**src/rtl/sdram_port_arbiter.sv**
```systemverilog
// rtl/sdram_port_arbiter.sv - shares one Avalon-MM SDRAM port between a burst writer and a reader
//
// Ports (clk_100 domain, reset_b asynchronous active low):
//   wr_*  : frame-write master (write, address, burstcount, writedata, urgent -> waitrequest)
//   rd_*  : frame-read master (read, address, burstcount -> waitrequest, readdata, readdatavalid)
//   sd_*  : SDRAM bridge side (read/write strobes, address, burstcount, writedata;
//           waitrequest, readdata, readdatavalid back)
//   rd_pending : read beats accepted by the bridge but not yet returned
//   err_flags  : sticky, [0] zero burstcount granted, [1] readdatavalid with nothing pending
`timescale 1ns/1ps

module sdram_port_arbiter #(
    parameter int DATA_W      = 64,
    parameter int ADDR_W      = 30,
    parameter int MAX_PENDING = 256,
    localparam int PEND_W     = $clog2(MAX_PENDING + 1)
) (
    input  logic              clk_100,
    input  logic              reset_b,

    input  logic              wr_write,
    input  logic [ADDR_W-1:0] wr_address,
    input  logic [7:0]        wr_burstcount,
    input  logic [DATA_W-1:0] wr_writedata,
    input  logic              wr_urgent,
    output logic              wr_waitrequest,

    input  logic              rd_read,
    input  logic [ADDR_W-1:0] rd_address,
    input  logic [7:0]        rd_burstcount,
    output logic              rd_waitrequest,
    output logic [DATA_W-1:0] rd_readdata,
    output logic              rd_readdatavalid,

    output logic              sd_read,
    output logic              sd_write,
    output logic [ADDR_W-1:0] sd_address,
    output logic [7:0]        sd_burstcount,
    output logic [DATA_W-1:0] sd_writedata,
    input  logic              sd_waitrequest,
    input  logic [DATA_W-1:0] sd_readdata,
    input  logic              sd_readdatavalid,

    output logic [PEND_W-1:0] rd_pending,
    output logic [1:0]        err_flags
);

    localparam int SUM_W = ((PEND_W > 8) ? PEND_W : 8) + 1;

    typedef enum logic [1:0] {IDLE, WR_BURST, RD_CMD} state_t;

    state_t            state_q, state_d;
    logic [7:0]        beat_cnt;
    logic              last_wr;     // 1: last grant went to the writer
    logic [7:0]        wr_bc_eff, rd_bc_eff;
    logic [SUM_W-1:0]  rd_need;
    logic              rd_ok;
    logic              grant_wr, grant_rd;
    logic              wr_beat, rd_accept;
    logic [PEND_W-1:0] pend_inc, pend_dec;

    // A zero burstcount is carried as a single beat so the FSM cannot stall on it.
    assign wr_bc_eff = (wr_burstcount == 8'd0) ? 8'd1 : wr_burstcount;
    assign rd_bc_eff = (rd_burstcount == 8'd0) ? 8'd1 : rd_burstcount;

    // Only admit a read whose whole burst fits under the outstanding-beat cap.
    assign rd_need = SUM_W'(rd_pending) + SUM_W'(rd_bc_eff);
    assign rd_ok   = rd_read && (rd_need <= SUM_W'(MAX_PENDING));

    // Read return path does not depend on who owns the command channel.
    assign rd_readdata      = sd_readdata;
    assign rd_readdatavalid = sd_readdatavalid;
    assign sd_writedata     = wr_writedata;

    always_comb begin
        state_d        = state_q;
        grant_wr       = 1'b0;
        grant_rd       = 1'b0;
        wr_beat        = 1'b0;
        rd_accept      = 1'b0;
        sd_write       = 1'b0;
        sd_read        = 1'b0;
        sd_address     = '0;
        sd_burstcount  = '0;
        wr_waitrequest = 1'b1;
        rd_waitrequest = 1'b1;
        case (state_q)
            IDLE: begin
                // Urgent writer wins outright; otherwise alternate when both are ready.
                grant_wr = wr_write && (wr_urgent || !rd_ok || !last_wr);
                grant_rd = rd_ok && !grant_wr;
                if (grant_wr)      state_d = WR_BURST;
                else if (grant_rd) state_d = RD_CMD;
            end
            WR_BURST: begin
                sd_write       = wr_write;
                sd_address     = wr_address;
                sd_burstcount  = wr_burstcount;
                wr_waitrequest = sd_waitrequest;
                wr_beat        = wr_write && !sd_waitrequest;
                if (wr_beat && beat_cnt == 8'd1) state_d = IDLE;
            end
            RD_CMD: begin
                sd_read        = rd_read;
                sd_address     = rd_address;
                sd_burstcount  = rd_burstcount;
                rd_waitrequest = sd_waitrequest;
                rd_accept      = rd_read && !sd_waitrequest;
                // A command withdrawn before acceptance just returns the port.
                if (rd_accept || !rd_read) state_d = IDLE;
            end
            default: state_d = IDLE;
        endcase
    end

    assign pend_inc = rd_accept ? PEND_W'(rd_bc_eff) : '0;
    assign pend_dec = (sd_readdatavalid && rd_pending != '0) ? PEND_W'(1) : '0;

    always_ff @(posedge clk_100 or negedge reset_b) begin
        if (!reset_b) begin
            state_q    <= IDLE;
            beat_cnt   <= '0;
            last_wr    <= 1'b0;
            rd_pending <= '0;
            err_flags  <= '0;
        end else begin
            state_q    <= state_d;
            rd_pending <= rd_pending + pend_inc - pend_dec;
            if (grant_wr) begin
                beat_cnt <= wr_bc_eff;
                last_wr  <= 1'b1;
                if (wr_burstcount == 8'd0) err_flags[0] <= 1'b1;
            end else if (wr_beat) begin
                beat_cnt <= beat_cnt - 8'd1;
            end
            if (grant_rd) begin
                last_wr <= 1'b0;
                if (rd_burstcount == 8'd0) err_flags[0] <= 1'b1;
            end
            if (sd_readdatavalid && rd_pending == '0) err_flags[1] <= 1'b1;
        end
    end

endmodule

```
**config.mk**
```make
export PLATFORM = sky130hd
export DESIGN_NAME = sdram_port_arbiter
export DESIGN_NICKNAME = d
export VERILOG_FILES = /design/src/rtl/sdram_port_arbiter.sv
export SDC_FILE = /design/constraint.sdc
export NUM_CORES = 1
export LEC_CHECK = 0
export CORE_AREA = 4 4 151 153
export CTS_CLUSTER_SIZE = 8
export DETAILED_ROUTE_END_ITERATION = 7
export DIE_AREA = 0 0 155 157
export PLACE_DENSITY = 0.62
export SETUP_SLACK_MARGIN = 0.4
export SLEW_MARGIN = 20
export SYNTH_ARGS = -nofsm -noshare
export SYNTH_HDL_FRONTEND = slang
export SYNTH_SLANG_ARGS = --single-unit
```
**constraint.sdc**
```tcl
create_clock -name clk_100 -period 8.8 [get_ports clk_100]
set_input_delay 1.32 -clock clk_100 [delete_from_list [all_inputs] [get_ports clk_100]]
set_output_delay 1.32 -clock clk_100 [all_outputs]
set_load 0.05 [all_outputs]
```
Word-level counts from Yosys, hierarchy flattened:

Index checks and enable logic that the tools add are counted.

* register bits: 22
* bits in latches: 0
* RAM bits: 0
* bits in read-only memories: 0
* bits of input ports: 211
* output and inout port bits: 182
* word-level logic and storage cells: 68
* memories kept: 0

* $add $sub $neg: 4
* multipliers: 0
* div/mod/pow operators: 0
* magnitude comparators: 1
* eq/ne operators: 6
* shift-type cells: 0
* multiplexer cells: 27
* bitwise operators: 0
* reduce and logical (&&, ||, !) cells: 24

Operators by type and width (number)
* one-hot mux 30 bit (2 select lines): 1
* two-way mux 8 bit: 5
* zero test 8 bit: 2
* one-hot mux 8 bit (2 select lines): 1
* two-way mux 1 bit: 15
* adder 9 x 8 -> 10 bit: 1
* less-or-equal comparator 10 x 9 -> 1 bit, second input constant: 1
* adder 9 x 8 -> 9 bit: 1
* zero test 9 bit: 1
* nonzero test 9 bit: 1
* subtractor 9 x 1 -> 9 bit: 1
* equality test 8 x 1 -> 1 bit, second input constant: 1
* logical AND 1 bit: 8
* two-way mux 2 bit: 4
* subtractor 8 x 1 -> 8 bit, second input constant: 1
* one-hot mux 2 bit (3 select lines): 1
* zero test 1 bit: 5
* != test 2 bit, second input constant: 2
* nonzero test 2 bit: 2
* logical OR 1 bit: 3
* != test 3 bit, second input constant: 1
* AND reduction 3 bit: 1
* equality test 2 x 1 -> 1 bit, second input constant: 1
* equality test 2 bit, second input constant: 1
* zero test 2 bit: 1

Longest topological paths before layout:

Gate-level depths: netlist (run 1).

* word-level depth: 14
* gate-level depth with buffers: 18
* mapped depth without buffers: 17

Worst setup path before layout (run 1):

No wires, ideal clock.

* path kind: input to register
* from: in rd_read
* to: reg rd_pending[8]
* arrival: 3.961 ns
* required time: 8.720 ns
* setup slack: 4.759 ns
* cell stages on the path: 16
* cells stage by stage: and2_1 nor2b_1 clkbuf_1 nand2_1 ha_1 inv_1 ha_1 inv_1 fa_1 inv_1 a21oi_1 o21bai_1 a21o_1 a21oi_1 o21ai_0 xnor2_1

* word-level cells in the longest chain between the ends: 5

Ends and longest elaborated chain
* start, declared: line 28 `input logic rd_read,`
* logical AND 1 bit: line 108 `rd_accept = rd_read && !sd_waitrequest;`
* two-way mux 1 bit: line 87 `case (state_q)`
* two-way mux 8 bit: line 116 `assign pend_inc = rd_accept ? PEND_W'(rd_bc_eff) : '0;`
* adder 9 x 8 -> 9 bit: line 128 `rd_pending <= rd_pending + pend_inc - pend_dec;`
* subtractor 9 x 1 -> 9 bit: line 128
* end signal, assigned: line 128
* end, declared: line 44 `output logic [PEND_W-1:0] rd_pending,`

Every way passes these cells.
A chain may end at the register's enable or synchronous reset.

Worst setup path after layout (run 1):

* from: in rd_burstcount[6]
* to: reg beat_cnt[0]

* word-level cells in the longest chain between the ends: 11
* elaborated cells on any way between the ends: 12
* those cells by class: add/sub: 1; order compare: 1; mux: 3; reduce/logical: 7

Ends and longest elaborated chain
* start, declared: line 30 `input logic [7:0] rd_burstcount,`
* zero test 8 bit: line 64 `assign rd_bc_eff = (rd_burstcount == 8'd0) ? 8'd1 : rd_burstcount;`
* two-way mux 8 bit (*): line 64
* adder 9 x 8 -> 10 bit (*): line 67 `assign rd_need = SUM_W'(rd_pending) + SUM_W'(rd_bc_eff);`
* less-or-equal comparator 10 x 9 -> 1 bit (*): line 68 `assign rd_ok = rd_read && (rd_need <= SUM_W'(MAX_PENDING));`
* logical AND 1 bit (*): line 68
* zero test 1 bit (*): line 90 `grant_wr = wr_write && (wr_urgent || !rd_ok || !last_wr);`
* logical OR 1 bit (*) (2 in a row): line 90
* logical AND 1 bit (*): line 90
* two-way mux 1 bit (*): line 87
* two-way mux 8 bit / nonzero test 2 bit (equally long branches)
* end signal, assigned: line 130 `beat_cnt <= wr_bc_eff;`
* end signal, assigned: line 134 `beat_cnt <= beat_cnt - 8'd1;`
* end, declared: line 53 `logic [7:0] beat_cnt;`

Every way passes the cells marked *; elsewhere a longest branch is shown, timed or not.

==> results of run 1 <==
==> power by group through the flow <==
stage	Clock, mW	Combinational [mW]	Sequential (mW)
final	0.106	1.60	0.222
after detailed placement	0	1.61	0.226
after global placement	0	1.58	0.226
after CTS	0.110	1.61	0.225
after floorplan	0	1.23	0.289
after global routing	0.112	1.73	0.232
==> metal layers <==
| layer | global-route usage | routed length, um | part of all wire | up-vias |
|---|---|---|---|---|
| met4 | 0.0370 | 453 | 0.035 | 0 |
| met3 | 0.0250 | 1120 | 0.087 | 46 |
| met1 | 0.122 | 5380 | 0.41 | 1507 |
| li1 | - | - | - | 1495 |
| met2 | 0.169 | 6020 | 0.46 | 176 |
| met5 | 0 | 0 | 0 | - |
==> worst max-delay path, delay by kind of cell <==
kind	cells	cell delay, ns
adders and majority gates	2	0.55
AOI/OAI and AO/OA	4	1.31
xor gates and xnor gates	1	0.16
buffers and inverters	3	0.77
and+or+nand+nor	4	0.90
==> area by class of cell <==
class | instances | area (um^2)
Fill cell | 2381 | 17100
Multi-Input combinational cell | 271 | 1980
Timing Repair Buffer | 139 | 1380
Sequential cell | 22 | 551
Tap cell | 280 | 350
Inverter | 36 | 135
Clock buffer | 4 | 88.8
Antenna cell | 1 | 2.50
==> through the flow <==
step / hold slack (ns) / power (mW) / instance area (um^2)
5_1_grt: 0.504 / 2.07 / 4490
3_5_place_dp: 0.455 / 1.83 / 4410
6_report: 0.465 / 1.93 / 4490
4_1_cts: 0.469 / 1.95 / 4500
3_3_place_gp: 0.465 / 1.80 / 4400
2_1_floorplan: 0.491 / 1.52 / 3740
==> registers in the layout (all words and copies together) (netlist names) <==
register and count:
state_q 2, rd_pending 9, beat_cnt 8, err_flags 2
last_wr 1
==> placed cells by master, fill, tap and decap left out, types with 4 or more instances in the layout <==
cell type	instances
o21ai_0	8
nor2_1	17
nor3_1	12
clkdlybuf4s50_1	135
nand2_1	22
nand2b_1	5
a22oi_1	39
dfrtp_1	22
a211oi_2	7
o22ai_1	7
ha_1	32
xor2_1	10
nand3b_1	4
nor2b_1	40
inv_1	36
xnor2_1	9
nor4_1	6
a21oi_1	14
==> worst max path at each step <==
stage                     startpoint            end  slack, ns  cells after the start
floorplan                    rd_read  rd_pending[8]       4.76                     16
global placement    rd_burstcount[6]    beat_cnt[0]       3.55                     13
detailed placement           rd_read  rd_pending[8]       3.71                     16
CTS                          rd_read  rd_pending[8]       3.96                     16
global route                 rd_read  rd_pending[8]       3.67                     16
finish              rd_burstcount[6]    beat_cnt[0]       3.95                     14
==> cells by family after synthesis <==
family          Yosys count
buf+inv                 188
simple gates            120
compound gates           98
fa+ha+maj                34
flops                    22
xor+xnor                 19
==> impl_metrics.csv, run 1 <==
group,metric,value,unit
status,status,"finished, final reports clean",
sta,skew,0.00691,ns
sta,setup_viol,0,
floorplan,die-area,24300,um^2
place,numPlacedInstances,748,
detailed_routing,postRouteAntennaNets,0,
grt,grt_pass1_vias,3248,
layout,utilization,0.209,
yosys,synthCells,481,
layout,fin_nets,718,
pwr,p_sw_frac,0.570,
place,port_buffers,136,
place,gp_congestion,0.841,
floorplan,core,21600,um^2
pwr,ir_drop,193,uV
detailed_routing,drc,0,
detailed_routing,wl,13000,um
critical_path,cpPeakStageDelay,0.70,ns
sta,max_freq,206,MHz
clock_network,cts.sinks,22,
yosys,synth-async-reset-ratio,1.00,
critical_path,worstReg2RegEnd,"rd_pending[8]",
clock_network,clock_path_buffers,2,
floorplan,die_x,155,um
yosys,synth_cell_type_count,43,
sta,layout_setup_ws,3.95,ns
floorplan,row_count,54,
critical_path,crit_type,"in2reg",
yosys,synth_compound_area_frac,0.196,
critical_path,end_kind,"register",
pwr,p_clk_frac,0.055,
sta,timing.final.crit_share,0.551,
yosys,yosys.area_share.simple,0.172,
yosys,yosys.area.top_type,"buf_4",
grt,grt_overflow_total,0,
run,maxCapViolations,0,
yosys,synthTopCellsByCount,"buf_4, nor2b_1, a22oi_1",
clock_network,path_clk_slew,0.06,ns
critical_path,crit_slowest_cell,"o41ai_4",
grt,antenna_found_initial,0,
critical_path,required,8.98,ns
yosys,synth_top_area_frac,0.261,
yosys,synth_xor_area_frac,0.0445,
min_path,hold_depth,1,
yosys,synthesis.nets,726,
clock_network,root_buffer,"clkbuf_16",
grt,grt_max_degree,40,
min_path,whs_endpoint,"err_flags[1]",
sta,maxSlewHeadroom,0.300,
sta,worst_pin_slew,1.05,ns
sta,rsz0062_at_grt,"false",
yosys,ys_top_cells_by_area,"buf_4, dfrtp_1, ha_1, a22oi_1, nor2b_1",
clock_network,post-cts-setup-buffers,0,
yosys,synthMostInstantiatedCell,"buf_4",
yosys,yosys_register_bits,22,
clock_network,insertion_delay,0.26,ns
detailed_routing,via_per_inst,4.28,
critical_path,r2r_start,"state_q[0]",
yosys,synth_area,3740,um^2
clock_network,cts_max_level,1,
pwr,p_int,0.828,mW
detailed_routing,drtIter0Drc,205,
grt,track_usage,0.0996,
clock_network,cts_hold_buf,0,
detailed_routing,dr_total_vias,3224,
pwr,p_comb_frac,0.829,
sta,setup_tns,0,ns
place,detailedPlace.worstSlack,3.71,ns
critical_path,worstSetupStartpointType,"input pin",
yosys,muxShareOfSynthArea,0,
sta,finalCriticalPeriod,4.85,ns
clock_network,cts_resized,0,
pwr,powerDensity,428,nW/um^2
place,place_hpwl,11000,um
critical_path,worstPathCellList,"clkdlybuf4s50_1 -> nor4_1 -> a21o_1 -> ha_1 -> inv_1 -> fa_1 -> nand3b_1 -> a21oi_1 -> nor2_1 -> xnor2_1 -> o41ai_4 -> buf_6 -> nor4_1 -> a211oi_2",
min_path,min_from,"err_flags[1]",
critical_path,arrival,5.02,ns
pwr,power_switching,1.10,mW
yosys,yosysSeqAreaShare,0.147,
grt,grt_pass1_wl,19100,um
floorplan,io_pins,393,
yosys,synth_edf_count,0,
yosys,yosysWarnings,0,
pwr,seqPwrFrac,0.116,
yosys,synth_ff_type,"dfrtp_1",
floorplan,initial_utilization,0.173,
critical_path,crit_path_max_fanout,12,
min_path,hp-class,"reg2reg",
detailed_routing,wl_per_cell,17.2,um
layout,final_cells,753,
clock_network,cts_tree,"yes",
clock_network,cts_buffers,3,
yosys,synth_top_family_by_area,"buffers and inverters",
floorplan,die_y,157,um
detailed_routing,drtPass1Iterations,4,
critical_path,ff2ff_setup_slack,5.10,ns
sta,report.final.slew_viol_count,0,
layout,syn2layout_area_growth,20.3,%
critical_path,ff2ff_path_depth,17,
pwr,p_leak,1.76,nW
yosys,synth_fa_ha_area_frac,0.118,
yosys,syn_area_per_cell,7.77,um^2
critical_path,crit_path_frequent_cell,"nor4_1",
layout,drive_above_1_share,0.0381,
sta,final_hold_viol_count,0,
Note: power is estimated with default switching activity, not from simulation.
==> inputs of run 2 (changes only) <==
Clock period 8.8 ns to 5.09 ns, I/O delays scaled along.
==> impl_metrics.csv, run 2 (synthesized netlist as in run 1, its figures left out) <==
group,metric,value,unit
status,status,"finished, final reports clean",
detailed_routing,dr_total_vias,3214,
layout,multi_input_area,1980,um^2
detailed_routing,postRouteAntennaNets,0,
sta,skew,0.00741,ns
clock_network,root_buffer,"clkbuf_16",
critical_path,required,5.27,ns
detailed_routing,drc,0,
sta,report.final.slew_viol_count,0,
place,place_hpwl,11100,um
run,maxCapViolations,0,
pwr,ir_drop,366,uV
layout,fin_nets,720,
grt,grt_max_degree,40,
critical_path,crit_path_start,"rd_burstcount[6]",
clock_network,cts_hold_buf,0,
floorplan,io_pins,393,
layout,nFillCells,2398,
clock_network,cts_resized,0,
min_path,hp-class,"in2async",
clock_network,clock_path_buffers,2,
layout,ff_latch_area,551,um^2
layout,most-common-layout-cells,"clkdlybuf4s50_1, nor2b_1, a22oi_1",
sta,worst_pin_slew,1.03,ns
clock_network,post-cts-setup-buffers,0,
layout,largest-register,"rd_pending",
sta,final_hold_viol_count,0,
floorplan,die_x,155,um
floorplan,die_y,157,um
sta,setup_tns,0,ns
pwr,powerDensity,739,nW/um^2
grt,grt_overflow_total,0,
sta,rsz0062_at_grt,"false",
floorplan,initial_utilization,0.173,
detailed_routing,via_per_inst,4.26,
floorplan,core,21600,um^2
critical_path,crit_path_max_fanout,21,
sta,finalCriticalPeriod,4.10,ns
detailed_routing,wl,13100,um
layout,layout_commonest_cell,"clkdlybuf4s50_1",
grt,antenna_found_initial,0,
sta,max_freq,244,MHz
grt,grt_pass1_vias,3264,
sta,maxSlewHeadroom,0.315,
floorplan,row_count,54,
clock_network,insertion_delay,0.26,ns
critical_path,worstSetupStartpointType,"input pin",
detailed_routing,drtIter0Drc,164,
layout,reg_top3,"rd_pending: 9 flops, beat_cnt: 8 flops",
critical_path,crit_type,"in2reg",
place,port_buffers,136,
layout,utilization,0.209,
layout,largest_reg_flops,9,
layout,antenna_cells,0,
layout,syn2layout_area_growth,20.5,%
detailed_routing,wl_per_cell,17.4,um
clock_network,cts_max_level,1,
clock_network,cts_buffers,3,
sta,timing.final.crit_share,0.805,
critical_path,arrival,4.27,ns
sta,setup_viol,0,
pwr,p_leak,1.76,nW
grt,track_usage,0.101,
critical_path,r2r_start,"state_q[0]",
grt,grt_pass1_wl,19200,um
clock_network,cts_tree,"yes",
detailed_routing,drtPass1Iterations,4,
clock_network,path_clk_slew,0.06,ns
layout,drive_above_1_share,0.0422,
place,gp_congestion,0.854,
critical_path,end_kind,"register",
floorplan,die-area,24300,um^2
clock_network,cts.sinks,22,
==> run 2: report_power, final <==
group / switching, mW / internal, mW
Clock: 0.0658 / 0.120
Combinational: 1.73 / 1.03
Sequential: 0.110 / 0.275
Total: 1.90 / 1.43
==> run 2: stage by stage <==
| stage | setup WS [ns] | total power [mW] | hold slack, ns | instances | area, um^2 |
|---|---|---|---|---|---|
| final | 0.991 | 3.33 | 0.476 | 754 | 4500 |
| after global routing | 0.850 | 3.60 | 0.503 | 754 | 4500 |
| after detailed placement | 0.805 | 3.16 | 0.470 | 750 | 4420 |
| after global placement | 0.910 | 3.14 | 0.464 | 750 | 4420 |
| after CTS | 1.03 | 3.36 | 0.481 | 754 | 4510 |
| after floorplan | 1.61 | 2.63 | 0.468 | 481 | 3740 |
==> run 2: path summary, 6_finish.rpt <==
kind                                      end  cells past startpoint  slack (ns)
min in group clk_100             err_flags[1]                      1        0.48
worst max register to register  rd_pending[8]                     18        1.91
max in group asynchronous       rd_pending[2]                      1        4.25
worst min register to register   err_flags[1]                      1        0.48
worst min-delay path             err_flags[1]                      1        0.48
worst max-delay path              beat_cnt[0]                     14        0.99
==> run 2: area by class of cell <==
cell class / count / share of cell area
multi-input combinational: 271 / 0.441
timing repair buffer: 141 / 0.310
sequential: 22 / 0.122
tap: 280 / 0.0778
inverter: 36 / 0.0300
clock buffer: 4 / 0.0197
==> run 2: critical path, stage by stage <==
cell             delay, ns
clkdlybuf4s50_1       0.47
nor4_1                0.53
a21o_1                0.22
ha_1                  0.17
inv_1                 0.06
fa_1                  0.40
nand3b_1              0.20
a21oi_1               0.20
nor2_1                0.07
xnor2_1               0.16
o41ai_4               0.36
buf_4                 0.32
nor4_1                0.11
a211oi_2              0.22
==> run 2: routing by layer <==
metal,share of wire,wire [um],track usage
met1,0.41,5430,0.123
met2,0.46,6060,0.168
met3,0.088,1150,0.0297
met4,0.037,489,0.0416
met5,0,0,0
==> inputs of run 3 (changes only) <==
Settings changed: CORE_AREA 4 4 151 153 to 4 4 150 152, DIE_AREA 0 0 155 157 to 0 0 154 156, PLACE_DENSITY 0.62 to 0.64.
Clock period 5.09 ns to 3.5 ns, I/O delays scaled along.
==> impl_metrics.csv, run 3 (synthesized netlist as in run 1, its figures left out) <==
group,metric,value,unit
floorplan,die_y,156,um
sta,timing.final.crit_share,0.892,
critical_path,arrival,3.27,ns
layout,antenna_cells,0,
critical_path,end_kind,"register",
sta,report.final.slew_viol_count,0,
layout,fin_nets,769,
grt,antenna_found_initial,1,
sta,rsz0062_at_grt,"true",
layout,layout_commonest_cell,"clkdlybuf4s50_1",
detailed_routing,drtIter0Drc,216,
pwr,powerDensity,1130,nW/um^2
layout,design_area,5110,um^2
clock_network,path_clk_slew,0.06,ns
detailed_routing,drc,0,
sta,worst_pin_slew,0.711,ns
sta,max_freq,320,MHz
detailed_routing,via_per_inst,4.30,
floorplan,initial_utilization,0.178,
layout,syn2layout_area_growth,36.7,%
clock_network,cts.sinks,22,
critical_path,crit_path_max_fanout,5,
floorplan,core,21000,um^2
place,placed_cell_area,4710,um^2
detailed_routing,drtPass1Iterations,4,
layout,most-common-layout-cells,"clkdlybuf4s50_1, buf_4, nor2b_1",
detailed_routing,wl_per_cell,17.6,um
clock_network,insertion_delay,0.27,ns
place,place_hpwl,11500,um
pwr,p_leak,2.17,nW
sta,maxSlewHeadroom,0.522,
place,gp_congestion,0.789,
critical_path,r2r_start,"state_q[0]",
place,port_buffers,136,
layout,drive_above_1_share,0.256,
layout,largest-register,"rd_pending",
pwr,finalPower,5.79,mW
run,maxCapViolations,0,
grt,grt_max_degree,40,
floorplan,die_x,154,um
clock_network,cts_max_level,1,
detailed_routing,postRouteAntennaNets,0,
clock_network,cts_tree,"yes",
critical_path,crit_path_start,"rd_burstcount[6]",
critical_path,worstReg2RegEnd,"rd_pending[8]",
critical_path,ff2ff_setup_slack,0.55,ns
critical_path,worstSetupStartpointType,"input pin",
sta,skew,0.00606,ns
floorplan,row_count,53,
layout,reg_top3,"rd_pending: 9 flops, beat_cnt: 8 flops",
sta,finalCriticalPeriod,3.12,ns
clock_network,cts_buffers,3,
detailed_routing,wl,14000,um
pwr,ir_drop,361,uV
grt,grt_overflow_total,0,
grt,track_usage,0.108,
layout,largest_reg_flops,9,
sta,setup_viol,0,
clock_network,cts_hold_buf,0,
grt,grt_pass1_wl,20300,um
critical_path,ff2ff_path_depth,17,
floorplan,die-area,24000,um^2
critical_path,required,3.65,ns
status,status,"finished, final reports clean",
grt,grt_pass1_vias,3455,
clock_network,root_buffer,"clkbuf_16",
critical_path,crit_type,"in2reg",
detailed_routing,dr_total_vias,3430,
min_path,hp-class,"in2async",
clock_network,clock_path_buffers,2,
sta,final_hold_viol_count,0,
floorplan,io_pins,393,
-- run 3: worst max-delay path, cell delays in order --
cell and delay, ns:
buf_8 0.10, nor4_4 0.24, buf_4 0.16, a21o_1 0.14
ha_2 0.21, inv_2 0.04, fa_2 0.33, nand3b_1 0.21
a21oi_2 0.21, o41ai_2 0.10, xnor2_1 0.25, o41ai_4 0.12
buf_6 0.16, buf_12 0.14, nor4_4 0.28, a211oi_2 0.06
-- run 3: timing repair --
item / in CTS / in global routing
pin swaps: 17 / 14
resized for setup: 46 / 18
buffers inserted: 13 / 5
cloned: 3 / 0
setup endpoints to repair: 15 / 16
-- run 3: stage by stage --
step           TNS (ns)  instances  setup slack [ns]   util  hold WS [ns]
2_1_floorplan         0        481             0.468      -         0.229
3_3_place_gp      -1.51        773            -0.174  0.224         0.451
3_5_place_dp      -2.71        773            -0.278  0.224         0.469
4_1_cts               0        793             0.326  0.238         0.482
5_1_grt               0        798             0.201  0.243         0.291
6_report              0        798             0.379  0.243         0.241
-- run 3: worst max-delay path by stage --
stage               cells after the start       endpoint
global route                           16    beat_cnt[0]
CTS                                    16    beat_cnt[3]
floorplan                              18  rd_pending[8]
detailed placement                     14    beat_cnt[3]
global placement                       15    beat_cnt[0]
finish                                 16    beat_cnt[0]
-- run 3: report_power, final --
group	switching [mW]	total [mW]	internal, mW
Combinational	2.78	4.96	2.18
Sequential	0.159	0.559	0.400
Clock	0.102	0.277	0.175
-- run 3: cell type report --
type,count,area (um^2)
Multi-Input combinational cell,271,2090
Inverter,36,135
Timing Repair Buffer,190,1900
Tap cell,275,344
Fill cell,2256,15900
Sequential cell,22,551
Clock buffer,4,88.8
-- run 3: metal layers --
| metal | track usage | wire, um | vias up |
|---|---|---|---|
| met4 | 0.0454 | 577 | 2 |
| li1 | - | - | 1597 |
| met5 | 0 | 20 | - |
| met2 | 0.180 | 6460 | 194 |
| met3 | 0.0350 | 1310 | 48 |
| met1 | 0.128 | 5660 | 1589 |
